`src/rtl/br_transfer_ctrl.sv`:
```
// Sequencer that moves WORDS matrix words between the 16-bit data memory and the
// br register bank: loads A/B from memory into br, stores C from br into memory.
module br_transfer_ctrl #(
  parameter int WORDS  = 13,
  parameter int ADDR_W = 9
) (
  input  logic              clk,
  input  logic              reset_n,
  input  logic              start,
  input  logic [1:0]        op,
  input  logic [ADDR_W-1:0] base_addr,
  input  logic [15:0]       mem_rdata,
  output logic [ADDR_W-1:0] mem_addr,
  output logic              mem_wren,
  output logic [15:0]       mem_wdata,
  output logic              done,
  output logic [5:0]        endereco,
  output logic [15:0]       data_in,
  input  logic [15:0]       data_out,
  output logic              busy,
  output logic              finished
);

  typedef enum logic [3:0] {
    IDLE, RADDR, RWAIT, LSET, LSTROBE, LHOLD,
    SSET, SSTROBE, SHOLD, SWRITE, FINISH
  } state_t;

  localparam logic [3:0] LAST_IDX = 4'(WORDS - 1);

  state_t              state_q;
  logic [1:0]          op_q;
  logic [ADDR_W-1:0]   base_q;
  logic [3:0]          idx_q;
  logic [ADDR_W-1:0]   memAddr_q;
  logic                memWren_q;
  logic [15:0]         memWdata_q;
  logic                done_q;
  logic [5:0]          endereco_q;
  logic [15:0]         dataIn_q;
  logic                busy_q;
  logic                finished_q;

  logic [3:0]          idx_d;
  logic [ADDR_W-1:0]   curAddr_d;
  logic [ADDR_W-1:0]   nextAddr_d;

  // Address sums are ADDR_W wide so base+idx wraps around the memory naturally.
  always_comb begin
    idx_d      = idx_q + 4'd1;
    curAddr_d  = base_q + ADDR_W'(idx_q);
    nextAddr_d = base_q + ADDR_W'(idx_d);
  end

  // Outputs are loaded on the edge that enters the state they belong to.
  always_ff @(posedge clk or negedge reset_n) begin
    if (!reset_n) begin
      state_q    <= IDLE;
      op_q       <= 2'd0;
      base_q     <= '0;
      idx_q      <= 4'd0;
      memAddr_q  <= '0;
      memWren_q  <= 1'b0;
      memWdata_q <= 16'd0;
      done_q     <= 1'b0;
      endereco_q <= 6'd0;
      dataIn_q   <= 16'd0;
      busy_q     <= 1'b0;
      finished_q <= 1'b0;
    end else begin
      case (state_q)
        IDLE: begin
          if (start && op != 2'd3) begin
            op_q       <= op;
            base_q     <= base_addr;
            idx_q      <= 4'd0;
            endereco_q <= {op, 4'd0};
            busy_q     <= 1'b1;
            if (op == 2'd2) begin
              state_q <= SSET;
            end else begin
              memAddr_q <= base_addr;
              state_q   <= RADDR;
            end
          end
        end
        RADDR:   state_q <= RWAIT;
        RWAIT: begin
          dataIn_q <= mem_rdata;
          state_q  <= LSET;
        end
        LSET: begin
          done_q  <= 1'b1;
          state_q <= LSTROBE;
        end
        LSTROBE: begin
          done_q  <= 1'b0;
          state_q <= LHOLD;
        end
        LHOLD: begin
          if (idx_q == LAST_IDX) begin
            finished_q <= 1'b1;
            state_q    <= FINISH;
          end else begin
            idx_q      <= idx_d;
            memAddr_q  <= nextAddr_d;
            endereco_q <= {op_q, idx_d};
            state_q    <= RADDR;
          end
        end
        SSET: begin
          done_q  <= 1'b1;
          state_q <= SSTROBE;
        end
        SSTROBE: begin
          done_q  <= 1'b0;
          state_q <= SHOLD;
        end
        SHOLD: begin
          memAddr_q  <= curAddr_d;
          memWdata_q <= data_out;
          memWren_q  <= 1'b1;
          state_q    <= SWRITE;
        end
        SWRITE: begin
          memWren_q <= 1'b0;
          if (idx_q == LAST_IDX) begin
            finished_q <= 1'b1;
            state_q    <= FINISH;
          end else begin
            idx_q      <= idx_d;
            endereco_q <= {op_q, idx_d};
            state_q    <= SSET;
          end
        end
        FINISH: begin
          finished_q <= 1'b0;
          busy_q     <= 1'b0;
          state_q    <= IDLE;
        end
        default: state_q <= IDLE;
      endcase
    end
  end

  assign mem_addr  = memAddr_q;
  assign mem_wren  = memWren_q;
  assign mem_wdata = memWdata_q;
  assign done      = done_q;
  assign endereco  = endereco_q;
  assign data_in   = dataIn_q;
  assign busy      = busy_q;
  assign finished  = finished_q;

endmodule
```
`config.mk`:
```
export PLATFORM = sky130hd
export DESIGN_NAME = br_transfer_ctrl
export DESIGN_NICKNAME = d
export VERILOG_FILES = /design/src/rtl/br_transfer_ctrl.sv
export SDC_FILE = /design/constraint.sdc
export NUM_CORES = 1
export LEC_CHECK = 0
export CORE_MARGIN = 2
export CORE_UTILIZATION = 49
export CTS_BUF_LIST = sky130_fd_sc_hd__clkbuf_8
export CTS_CLUSTER_SIZE = 30
export DETAILED_ROUTE_END_ITERATION = 12
export PLACE_DENSITY = 0.85
export SYNTH_ARGS = -nofsm -noshare
export SYNTH_HDL_FRONTEND = slang
export SYNTH_SLANG_ARGS = --single-unit
```
`constraint.sdc`:
```
create_clock -name clk -period 3.8 [get_ports clk]
set_clock_uncertainty 0.05 [all_clocks]
set_input_delay 0.38 -clock clk [delete_from_list [all_inputs] [get_ports clk]]
set_output_delay 0.38 -clock clk [all_outputs]
set_load 0.03 [all_outputs]
```
==> summary.md, run 1 <==
| Metric | Value |
|---|---|
| Placer's final routability congestion estimate | `0.855` |
| Worst Path Arrival | `3.54 ns` |
| Num Clock Sinks | `66` |
| Count of mapped cells out of synthesis | `308` |
| Number of iterations in the first detailed-routing pass | `5` |
| Starting density of the core | `51.0%` |
| Flip-flop and latch count after synthesis | `66` |
| Sort of element at the start of the critical path | `flip-flop` |
| Setup Viol. Count Final | `0` |
| Final clock period utilization by the worst path | `87.7%` |
| Layout Nets | `460` |
| Maximum number of pins on one net before global-route repair | `38` |
| Sum of net half-perimeters after detailed placement | `5.51 mm` |
| Die Ht | `85.5 microns` |
| Root Buffer Master | `sky130_fd_sc_hd__clkbuf_8` |
| Area of the multi-input gates | `1530 sq um` |
| Leak | `1.96 nW` |
| Clock latency on the worst-skew pair | `0.34 ns` |
| TritonCTS buffer count | `9` |
| Worst-case clock buffer depth | `2` |
| Leading post-synthesis cells by cell area | `sky130_fd_sc_hd__dfrtp_1 51%, sky130_fd_sc_hd__nand2_1 8.2%, sky130_fd_sc_hd__mux2_2 6.2%` |
| Average wire length per cell after detail routing | `15.5 microns` |
| Detailed Route WL | `7.60 mm` |
| Overflow after GRT | `0` |
| CTS tree | `yes` |
| Async set-reset flop share out of synthesis | `100%` |
| Boundary Pins | `97` |
| RSZ-0062 raised after global routing | `false` |
| Actual transition at the worst max-transition pin | `0.817 ns` |
| Number of buffers inserted by hold repair at cts | `0` |
| Via-to-Cell Ratio | `5.44` |
| H-tree lvl count | `3` |
| Total number of vias | `2661` |
| Total power after layout | `0.00143 W` |
| Antenna-violating nets left | `0` |
| CP Capture Type | `flip-flop` |
| Die width | `85.5 microns` |
| Area leader, netlist | `sky130_fd_sc_hd__dfrtp_1` |
| Peak supply drop | `0.209 mV` |
| Row count | `29` |
| Cell variety after synth | `46` |
| Number of global-route vias before repair | `2650` |
| Total global routing track utilization | `22.1%` |
| Maximum operating frequency | `300 MHz` |
| Classification of the worst setup path | `reg -> reg` |
| Most numerous cell in the Yosys netlist | `sky130_fd_sc_hd__nand2_1` |
| Final slew viol count | `0` |
| Fraction of final layout cells sized beyond drive strength 1 | `13.8%` |
| Min Clock Period, post-route | `3.33 ns` |
| First-pass GRT wire length | `12.7 mm` |
| Fill cell instance count of the final layout | `493` |
| Req. time, crit path | `4.01 ns` |
| Area of the core | `6390 sq um` |
| Power per standard cell area | `319 nW/um^2` |
| Max-capacitance violation count | `0` |
| Number of antenna violations at the first check in global routing | `0` |
| Share of the yosys chip area belonging to registers | `50.7%` |
| Max-slew headroom | `45.5%` |
| Number of synthesis warnings | `0` |
| Fraction of synthesized cell area taken by the top area cell type | `50.7%` |
| Area growth from synthesis to layout | `38.0%` |
| Final std cell area, no fill | `4500 sq um` |
| Buffer count from post-CTS setup fixing | `0` |
| Post-synth EDFFs | `0` |
| CTS clock-pin slew for the worst setup and hold paths | `0.07 ns` |
| Final hold violation count | `0` |
| Full die area | `7320 sq um` |
| Post-Place Cell Area | `4290 sq um` |
| Maximum net fanout on the critical path | `18` |
| Top cell types by occurrence after synthesis | `71 x sky130_fd_sc_hd__nand2_1, 66 x sky130_fd_sc_hd__dfrtp_1, 21 x sky130_fd_sc_hd__o21ai_0` |
| Post-Route Hold Slack | `0.0727 ns` |
| Final antenna diode count | `0` |
| Post-synthesis cell area | `3260 sq um` |
| Result of the run | `finished clean` |
| Seq. cell area | `1650 sq um` |
| Core utilization of the finished layout | `70.4%` |
| Worst min-delay path class | `in -> async` |
| Ys flop type | `sky130_fd_sc_hd__dfrtp_1` |
| Mean post-synth cell area | `10.6 sq um` |
| Final-layout setup total negative slack | `0 ns` |
| Number of input and output port buffers inserted | `96` |
| Post-Syn Nets | `361` |
| DR iter-0 viols | `136` |
| Post-cts resize count | `0` |
| DRC viols | `0` |
[metrics by stage]
step                      cells  setup WS [ns]
after global placement      473          0.673
final                       489          0.467
after global routing        489          0.240
after CTS                   489          0.498
after detailed placement    473          0.541
after floorplan             308          0.860
[layer usage]
metal	GRT usage [%]	wire length (microns)	vias to the layer above
li1	-	-	1280
met1	29.3	3300	1280
met2	35.3	3740	84
met3	5.20	406	17
met4	8.66	148	0
met5	0	0	-
[report_power, final]
group | total (W) | switching (W) | internal, W
Combinational | 0.000119 | 0.0000507 | 0.0000680
Clock | 0.000598 | 0.000263 | 0.000335
Sequential | 0.000716 | 0.00000468 | 0.000711
Total | 0.00143 | 0.000318 | 0.00111
[final cells by class]
cell class              instances  share of cell area, %
inverters                       3                  0.250
clock inverters                 5                   1.17
flip-flops and latches         66                   36.7
clock buffers                  11                   3.37
well taps                      77                   2.14
repair buffers                102                   22.3
multi-input cells             225                   34.1
[cells by family (layout without fill, tap and decap cells)]
family,count (synthesis),after routing,synth area share (%)
fa+ha+maj,7,7,2.92
buf+inv,17,121,2.30
mux,36,36,13.3
compound gates,66,66,13.1
simple gates,109,109,15.8
flops,66,66,50.7
xor+xnor,7,7,1.88
[path summary, 6_finish.rpt]
kind                                           start                        end  slack [ns]  cells after the start
max in group asynchronous                    reset_n       idx_q[2]$_DFFE_PN0P_        2.73                      2
hold reg to reg            mem_wdata[11]$_DFFE_PN0P_  mem_wdata[11]$_DFFE_PN0P_        0.43                      2
min in group clk           mem_wdata[11]$_DFFE_PN0P_  mem_wdata[11]$_DFFE_PN0P_        0.43                      2
setup / recovery              state_q[3]$_DFFE_PN0N_    mem_addr[7]$_DFFE_PN0P_        0.47                     11
hold / removal                               reset_n     data_in[0]$_DFFE_PN0P_        0.07                      1
setup reg to reg              state_q[3]$_DFFE_PN0N_    mem_addr[7]$_DFFE_PN0P_        0.47                     11
[layout by cell type (no fill, tap or decap), types with 3 or more instances in the layout]
| master | instances |
|---|---|
| sky130_fd_sc_hd__o21ai_0 | 21 |
| sky130_fd_sc_hd__clkinv_2 | 3 |
| sky130_fd_sc_hd__a21o_1 | 4 |
| sky130_fd_sc_hd__nor2b_1 | 6 |
| sky130_fd_sc_hd__nand2_1 | 71 |
| sky130_fd_sc_hd__mux2i_1 | 8 |
| sky130_fd_sc_hd__nor2_1 | 9 |
| sky130_fd_sc_hd__ha_1 | 6 |
| sky130_fd_sc_hd__o22ai_1 | 3 |
| sky130_fd_sc_hd__nand2b_1 | 3 |
| sky130_fd_sc_hd__xnor2_1 | 6 |
| sky130_fd_sc_hd__dfrtp_1 | 66 |
| sky130_fd_sc_hd__a22o_1 | 3 |
| sky130_fd_sc_hd__a31oi_1 | 6 |
| sky130_fd_sc_hd__buf_4 | 6 |
| sky130_fd_sc_hd__clkdlybuf4s50_1 | 95 |
| sky130_fd_sc_hd__mux2_4 | 10 |
| sky130_fd_sc_hd__inv_1 | 3 |
| sky130_fd_sc_hd__mux2_2 | 18 |
| sky130_fd_sc_hd__and3_1 | 3 |
| sky130_fd_sc_hd__nand3_1 | 4 |
| sky130_fd_sc_hd__clkbuf_8 | 11 |
| sky130_fd_sc_hd__a21oi_1 | 12 |
[critical path: stages, from the launching register on]
cell and delay, ns:
sky130_fd_sc_hd__dfrtp_1 0.66, sky130_fd_sc_hd__nand2b_1 0.26, sky130_fd_sc_hd__or3_1 0.43, sky130_fd_sc_hd__buf_4 0.23
sky130_fd_sc_hd__nand2_1 0.10, sky130_fd_sc_hd__xnor2_1 0.07, sky130_fd_sc_hd__ha_1 0.35, sky130_fd_sc_hd__nand3_1 0.14
sky130_fd_sc_hd__a21boi_0 0.44, sky130_fd_sc_hd__o2111ai_1 0.18, sky130_fd_sc_hd__xor2_1 0.17, sky130_fd_sc_hd__a31oi_1 0.18
[flip-flops by register name, summed over array words and instances, names as in the netlist]
register   cells
base_q         9
busy           1
data_in       16
done           1
endereco       3
finished       1
idx_q          3
mem_addr       9
mem_wdata     16
mem_wren       1
op_q           2
state_q        4
(Power assumes the default switching activity.)
==> run 2: changes to the inputs <==
CORE_UTILIZATION = 37   (was 49)
PLACE_DENSITY = 0.67   (was 0.85)
==> run 2 against run 1 <==
Critical path depth shrank 1. Total power fell by 0.97%. Combinational power barely moved. Clock-buffer cell count fell by 1. Sequential share of layout area down 0.13 points. Sequential power barely moved. Largest power group unchanged. Register-to-register slack improved by 0.20 ns. Highest routed layer unchanged. First-iteration DRC count down 35%. Non-clock buffer count down 2.
==> summary.md, run 2 (synthesized netlist as in run 1, its figures left out) <==
| Metric | Value |
|---|---|
| Result of the run | `finished clean` |
| Worst min-delay path class | `in -> async` |
| Die Ht | `97.8 microns (+14%)` |
| Number of input and output port buffers inserted | `96 (unchanged)` |
| Peak supply drop | `0.152 mV (-27%)` |
| First-pass GRT wire length | `12.7 mm (-0.43%)` |
| Average wire length per cell after detail routing | `14.6 microns (-6.1%)` |
| Antenna-violating nets left | `0 (unchanged)` |
| Maximum number of pins on one net before global-route repair | `42 (+11%)` |
| Setup Viol. Count Final | `0 (unchanged)` |
| Commonest non-fill, non-tap cell in the layout | `sky130_fd_sc_hd__clkdlybuf4s50_1` |
| Endpoint of the worst-slack reg-to-reg timing path | `mem_addr[3]$_DFFE_PN0P_` |
| DRC viols | `0 (unchanged)` |
| Most frequent cells in the layout | `95 x sky130_fd_sc_hd__clkdlybuf4s50_1, 71 x sky130_fd_sc_hd__nand2_1, 66 x sky130_fd_sc_hd__dfrtp_1` |
| Full die area | `9570 sq um (+31%)` |
| H-tree lvl count | `3 (unchanged)` |
| Max-slew headroom | `39.7% (-5.8 points)` |
| Detailed Route WL | `7.56 mm (-0.57%)` |
| Number of global-route vias before repair | `2622 (-1.1%)` |
| Final slew viol count | `0 (unchanged)` |
| RSZ-0062 raised after global routing | `false` |
| Max-capacitance violation count | `0 (unchanged)` |
| Die width | `97.8 microns (+14%)` |
| Clock latency on the worst-skew pair | `0.34 ns (about the same)` |
| Min Clock Period, post-route | `3.13 ns (-0.204 ns)` |
| Total number of vias | `2664 (+0.11%)` |
| Final hold violation count | `0 (unchanged)` |
| Worst Setup Slack post-DPL | `0.719 ns (+0.178 ns)` |
| Number of buffers inserted by hold repair at cts | `0 (unchanged)` |
| Worst R2R Setup Slack | `0.67 ns (+0.20 ns)` |
| Total global routing track utilization | `16.2% (-5.9 points)` |
| CP Capture Type | `flip-flop` |
| Worst Setup Slack, final | `0.671 ns (+0.204 ns)` |
| Num Clock Sinks | `66 (unchanged)` |
| Final clock period utilization by the worst path | `82.3% (-5.4 points)` |
| DR iter-0 viols | `89 (-35%)` |
| Starting density of the core | `37.7% (-13 points)` |
| Number of iterations in the first detailed-routing pass | `4 (-1)` |
| Placer's final routability congestion estimate | `0.800 (-6.4%)` |
| Classification of the worst setup path | `reg -> reg` |
| CTS clock-pin slew for the worst setup and hold paths | `0.08 ns (about the same)` |
| Post-cts resize count | `0 (unchanged)` |
| Root Buffer Master | `sky130_fd_sc_hd__clkbuf_8` |
| Buffer count from post-CTS setup fixing | `0 (unchanged)` |
| R2R cell count | `10 (-1)` |
| Power per standard cell area | `314 nW/um^2 (-1.3%)` |
| Final-layout setup total negative slack | `0 ns (unchanged)` |
| Boundary Pins | `97 (unchanged)` |
| Total power after layout | `0.00142 W (-0.97%)` |
| Area of the core | `8640 sq um (+35%)` |
| Overflow after GRT | `0 (unchanged)` |
| Worst flop-to-flop path startpoint | `state_q[3]$_DFFE_PN0N_` |
| Leak | `1.95 nW (-0.50%)` |
| Actual transition at the worst max-transition pin | `0.904 ns (+0.0873 ns)` |
| Final antenna diode count | `0 (unchanged)` |
| Sort of element at the start of the critical path | `flip-flop` |
| CTS tree | `yes` |
| Layout Nets | `458 (-0.43%)` |
| Sum of net half-perimeters after detailed placement | `5.49 mm (-0.29%)` |
| Maximum net fanout on the critical path | `16 (-2)` |
| Post-Place Cell Area | `4320 sq um (+0.55%)` |
| Worst Path Arrival | `3.33 ns (-0.21 ns)` |
| Maximum operating frequency | `320 MHz (+6.5%)` |
| Req. time, crit path | `4.00 ns (about the same)` |
| TritonCTS buffer count | `9 (unchanged)` |
| Number of antenna violations at the first check in global routing | `0 (unchanged)` |
| Row count | `34 (+17%)` |
| Final std cell area, no fill | `4510 sq um (+0.36%)` |
| Fraction of final layout cells sized beyond drive strength 1 | `12.9% (-0.91 points)` |
| Worst-case clock buffer depth | `2 (unchanged)` |
| Via-to-Cell Ratio | `5.14 (-5.5%)` |
| Core utilization of the finished layout | `52.2% (-18 points)` |
| Area growth from synthesis to layout | `38.5%` |
## run 2: metal layers
metal  up-vias  track usage, %  wire, microns  share of wire (%)
li1       1273               -              -                  -
met1      1310            21.7           3490                 46
met5         -               0              0                  0
met4         0            6.41            100                1.3
met2        71            26.0           3600                 48
met3        10            2.93            365                4.8
## run 2: through the flow
stage | std cells | hold slack [ns]
floorplan | 308 | 0.0344
global placement | 502 | 0.408
detailed placement | 502 | 0.414
CTS | 518 | 0.142
global route | 518 | 0.197
finish | 518 | 0.115
## run 2: report_power, final
part | internal (W) | switching [W]
logic | 0.0000680 | 0.0000503
registers | 0.000711 | 0.00000440
clock network | 0.000316 | 0.000269
total | 0.00109 | 0.000323
## run 2: worst max path at each step
stage,start,endpoint,slack [ns],cells after the start
2_1_floorplan,state_q[0]$_DFFE_PN0N_,mem_addr[8]$_DFFE_PN0P_,0.86,11
6_report,state_q[3]$_DFFE_PN0N_,mem_addr[3]$_DFFE_PN0P_,0.67,10
3_3_place_gp,state_q[3]$_DFFE_PN0N_,mem_addr[8]$_DFFE_PN0P_,0.80,10
4_1_cts,state_q[3]$_DFFE_PN0N_,mem_addr[8]$_DFFE_PN0P_,0.69,10
5_1_grt,state_q[3]$_DFFE_PN0N_,mem_addr[7]$_DFFE_PN0P_,0.42,9
3_5_place_dp,state_q[3]$_DFFE_PN0N_,mem_addr[8]$_DFFE_PN0P_,0.72,10
## run 2: worst max-delay path, stage by stage, from the launching register on
cell	delay, ns
sky130_fd_sc_hd__dfrtp_1	0.65
sky130_fd_sc_hd__nand2b_1	0.24
sky130_fd_sc_hd__or3_1	0.43
sky130_fd_sc_hd__nand2_1	0.11
sky130_fd_sc_hd__xnor2_1	0.12
sky130_fd_sc_hd__ha_1	0.30
sky130_fd_sc_hd__a21oi_1	0.23
sky130_fd_sc_hd__a21boi_0	0.23
sky130_fd_sc_hd__nor4b_1	0.35
sky130_fd_sc_hd__o21ai_0	0.13
sky130_fd_sc_hd__a31oi_1	0.21
## run 2: cell type report
class | count | area, sq um
fill | 833 | 4120
sequential | 66 | 1650
multi-input combinational | 225 | 1530
timing repair buffer | 100 | 986
clock buffer | 10 | 138
tap | 108 | 135
clock inverter | 6 | 58.8
inverter | 3 | 11.3
==> run 3: changes to the inputs <==
clock period = 2.9 ns   (was 3.8 ns; I/O delays follow)
==> run 3 against run 2 <==
Global-route usage is 0.76 points higher. Clock power grew 49%. Clock-buffer cell count unchanged. Flip-flop and latch count unchanged.
==> summary.md, run 3 (synthesized netlist as in run 1, its figures left out) <==
| Metric | Value |
|---|---|
| Worst Path Arrival | `2.88 ns (-0.45 ns)` |
| Req. time, crit path | `3.09 ns (-0.91 ns)` |
| Beginning of the worst hold path | `mem_wdata[8]$_DFFE_PN0P_` |
| Area growth from synthesis to layout | `41.6%` |
| H-tree lvl count | `3 (unchanged)` |
| Peak supply drop | `0.270 mV (+77%)` |
| Cell mode on critical path | `sky130_fd_sc_hd__or3_1` |
| Placer's final routability congestion estimate | `0.801 (+0.16%)` |
| Average wire length per cell after detail routing | `14.7 microns (+0.52%)` |
| Worst min-delay path class | `reg -> reg` |
| RSZ-0062 raised after global routing | `false` |
| TritonCTS buffer count | `9 (unchanged)` |
| Buffer count from post-CTS setup fixing | `0 (unchanged)` |
| Worst hold path cell count | `2` |
| Num Clock Sinks | `66 (unchanged)` |
| Setup Viol. Count Final | `0 (unchanged)` |
| CP Capture Type | `flip-flop` |
| CTS clock-pin slew for the worst setup and hold paths | `0.08 ns (about the same)` |
| Final-layout setup total negative slack | `0 ns (unchanged)` |
| Starting density of the core | `37.7% (unchanged)` |
| Die Ht | `97.8 microns (unchanged)` |
| Endpoint of the worst-slack reg-to-reg timing path | `mem_addr[8]$_DFFE_PN0P_` |
| Maximum net fanout on the critical path | `7 (-9)` |
| Number of input and output port buffers inserted | `96 (unchanged)` |
| Maximum operating frequency | `371 MHz (+16%)` |
| Number of iterations in the first detailed-routing pass | `4 (unchanged)` |
| Via-to-Cell Ratio | `4.98 (-3.3%)` |
| Worst stage delay on the critical path | `0.48 ns (-0.17 ns)` |
| Boundary Pins | `97 (unchanged)` |
| Worst-case clock buffer depth | `2 (unchanged)` |
| Most frequent cells in the layout | `95 x sky130_fd_sc_hd__clkdlybuf4s50_1, 71 x sky130_fd_sc_hd__nand2_1, 66 x sky130_fd_sc_hd__dfrtp_1` |
| Worst R2R Setup Slack | `0.21 ns (-0.46 ns)` |
| Layout Nets | `465 (+1.5%)` |
| Detailed Route WL | `7.70 mm (+1.9%)` |
| Min Clock Period, post-route | `2.69 ns (-0.437 ns)` |
| Worst flop-to-flop path startpoint | `state_q[2]$_DFFE_PN0N_` |
| Final hold violation count | `0 (unchanged)` |
| Sum of net half-perimeters after detailed placement | `5.68 mm (+3.4%)` |
| Clock latency on the worst-skew pair | `0.34 ns (about the same)` |
| Final antenna diode count | `0 (unchanged)` |
| Power per standard cell area | `426 nW/um^2 (+36%)` |
| Sort of element at the start of the critical path | `flip-flop` |
| Number of antenna violations at the first check in global routing | `0 (unchanged)` |
| Total number of vias | `2612 (-2.0%)` |
| Worst Setup Slack, final | `0.208 ns (-0.463 ns)` |
| Slowest stage cell on the critical path | `sky130_fd_sc_hd__fa_1` |
| Final slew viol count | `0 (unchanged)` |
| Number of global-route vias before repair | `2676 (+2.1%)` |
| Maximum number of pins on one net before global-route repair | `35 (-17%)` |
| R2R cell count | `10 (unchanged)` |
| Area of the core | `8640 sq um (unchanged)` |
| End point of the most critical hold path | `mem_wdata[8]$_DFFE_PN0P_` |
| Final clock period utilization by the worst path | `92.8% (+10 points)` |
| Cells along the critical path | `nand2b_1, or3_1, nand2_1, o21ai_0, fa_1, a21o_1, a21oi_2, or3_1, a31oi_1, mux2_2` |
| Commonest non-fill, non-tap cell in the layout | `sky130_fd_sc_hd__clkdlybuf4s50_1` |
| Max-slew headroom | `48.4% (+8.6 points)` |
| Overflow after GRT | `0 (unchanged)` |
| CTS tree | `yes` |
| Die width | `97.8 microns (unchanged)` |
| Classification of the worst setup path | `reg -> reg` |
| Worst Setup Slack post-DPL | `0.111 ns (-0.608 ns)` |
| Max-capacitance violation count | `0 (unchanged)` |
| Leak | `1.99 nW (+2.2%)` |
| Fill cell instance count of the final layout | `780 (-6.4%)` |
| Result of the run | `finished clean` |
| First-pass GRT wire length | `13.2 mm (+4.5%)` |
| Full die area | `9570 sq um (unchanged)` |
| Fraction of final layout cells sized beyond drive strength 1 | `14.9% (+1.9 points)` |
| Actual transition at the worst max-transition pin | `0.775 ns (-0.130 ns)` |
| Antenna-violating nets left | `0 (unchanged)` |
| Row count | `34 (unchanged)` |
| Root Buffer Master | `sky130_fd_sc_hd__clkbuf_8` |
| Total global routing track utilization | `16.9% (+0.76 points)` |
| DRC viols | `0 (unchanged)` |
| DR iter-0 viols | `92 (+3.4%)` |
-- run 3: report_power, final --
group | internal [W] | leakage [nW] | switching, W
clock | 0.000509 | 0.109 | 0.000362
sequential | 0.000931 | 0.766 | 0.00000552
combinational | 0.0000918 | 1.12 | 0.0000672
total | 0.00153 | 1.99 | 0.000435
-- run 3: how the worst max path moves through the flow --
stage	from	slack (ns)	endpoint
floorplan	state_q[0]$_DFFE_PN0N_	0.02	mem_addr[8]$_DFFE_PN0P_
global placement	state_q[2]$_DFFE_PN0N_	0.24	mem_addr[8]$_DFFE_PN0P_
detailed placement	state_q[2]$_DFFE_PN0N_	0.11	mem_addr[8]$_DFFE_PN0P_
CTS	state_q[2]$_DFFE_PN0N_	0.11	mem_addr[8]$_DFFE_PN0P_
global route	state_q[2]$_DFFE_PN0N_	0.03	mem_addr[8]$_DFFE_PN0P_
finish	state_q[2]$_DFFE_PN0N_	0.21	mem_addr[8]$_DFFE_PN0P_
-- run 3: timing repair --
action,4_1_cts,5_1_grt
endpoints found under the hold margin,23,0
resized for setup,0,2
setup endpoints to repair,0,4
hold buffers,1,0
-- run 3: area by class of cell --
cell class	count	area [sq um]	area share [%]
clock buffer	10	138	2.98
clock inverter	6	88.8	1.93
inverter	3	11.3	0.244
multi-input combinational	225	1540	33.3
sequential	66	1650	35.8
tap	108	135	2.93
timing repair buffer	107	1050	22.8
-- run 3: stage by stage --
| stage | util, % | cell area, sq um | hold slack, ns | cells | total power, W |
|---|---|---|---|---|---|
| finish | 53.4 | 4610 | 0.426 | 525 | 0.00197 |
| global route | 53.4 | 4610 | 0.416 | 525 | 0.00205 |
| CTS | 53.4 | 4610 | 0.409 | 525 | 0.00200 |
| detailed placement | 50.6 | 4370 | 0.369 | 508 | 0.00112 |
| global placement | 50.6 | 4370 | 0.362 | 508 | 0.00111 |
| floorplan | - | 3260 | -0.0556 | 308 | 0.00100 |
-- run 3: critical path: cells and delay by family, from the launching register on --
kind            cells  cell delay, ns
mux                 1            0.26
flops               1            0.37
simple gates        4            0.79
fa+ha+maj           1            0.48
compound gates      4            0.64
-- run 3: layer usage --
| metal | vias up | wire [microns] | track usage, % |
|---|---|---|---|
| met5 | - | 0 | 0 |
| met4 | 0 | 80 | 4.81 |
| met3 | 10 | 317 | 4.15 |
| met2 | 63 | 3750 | 28.2 |
| met1 | 1249 | 3550 | 22.0 |
| li1 | 1290 | - | - |
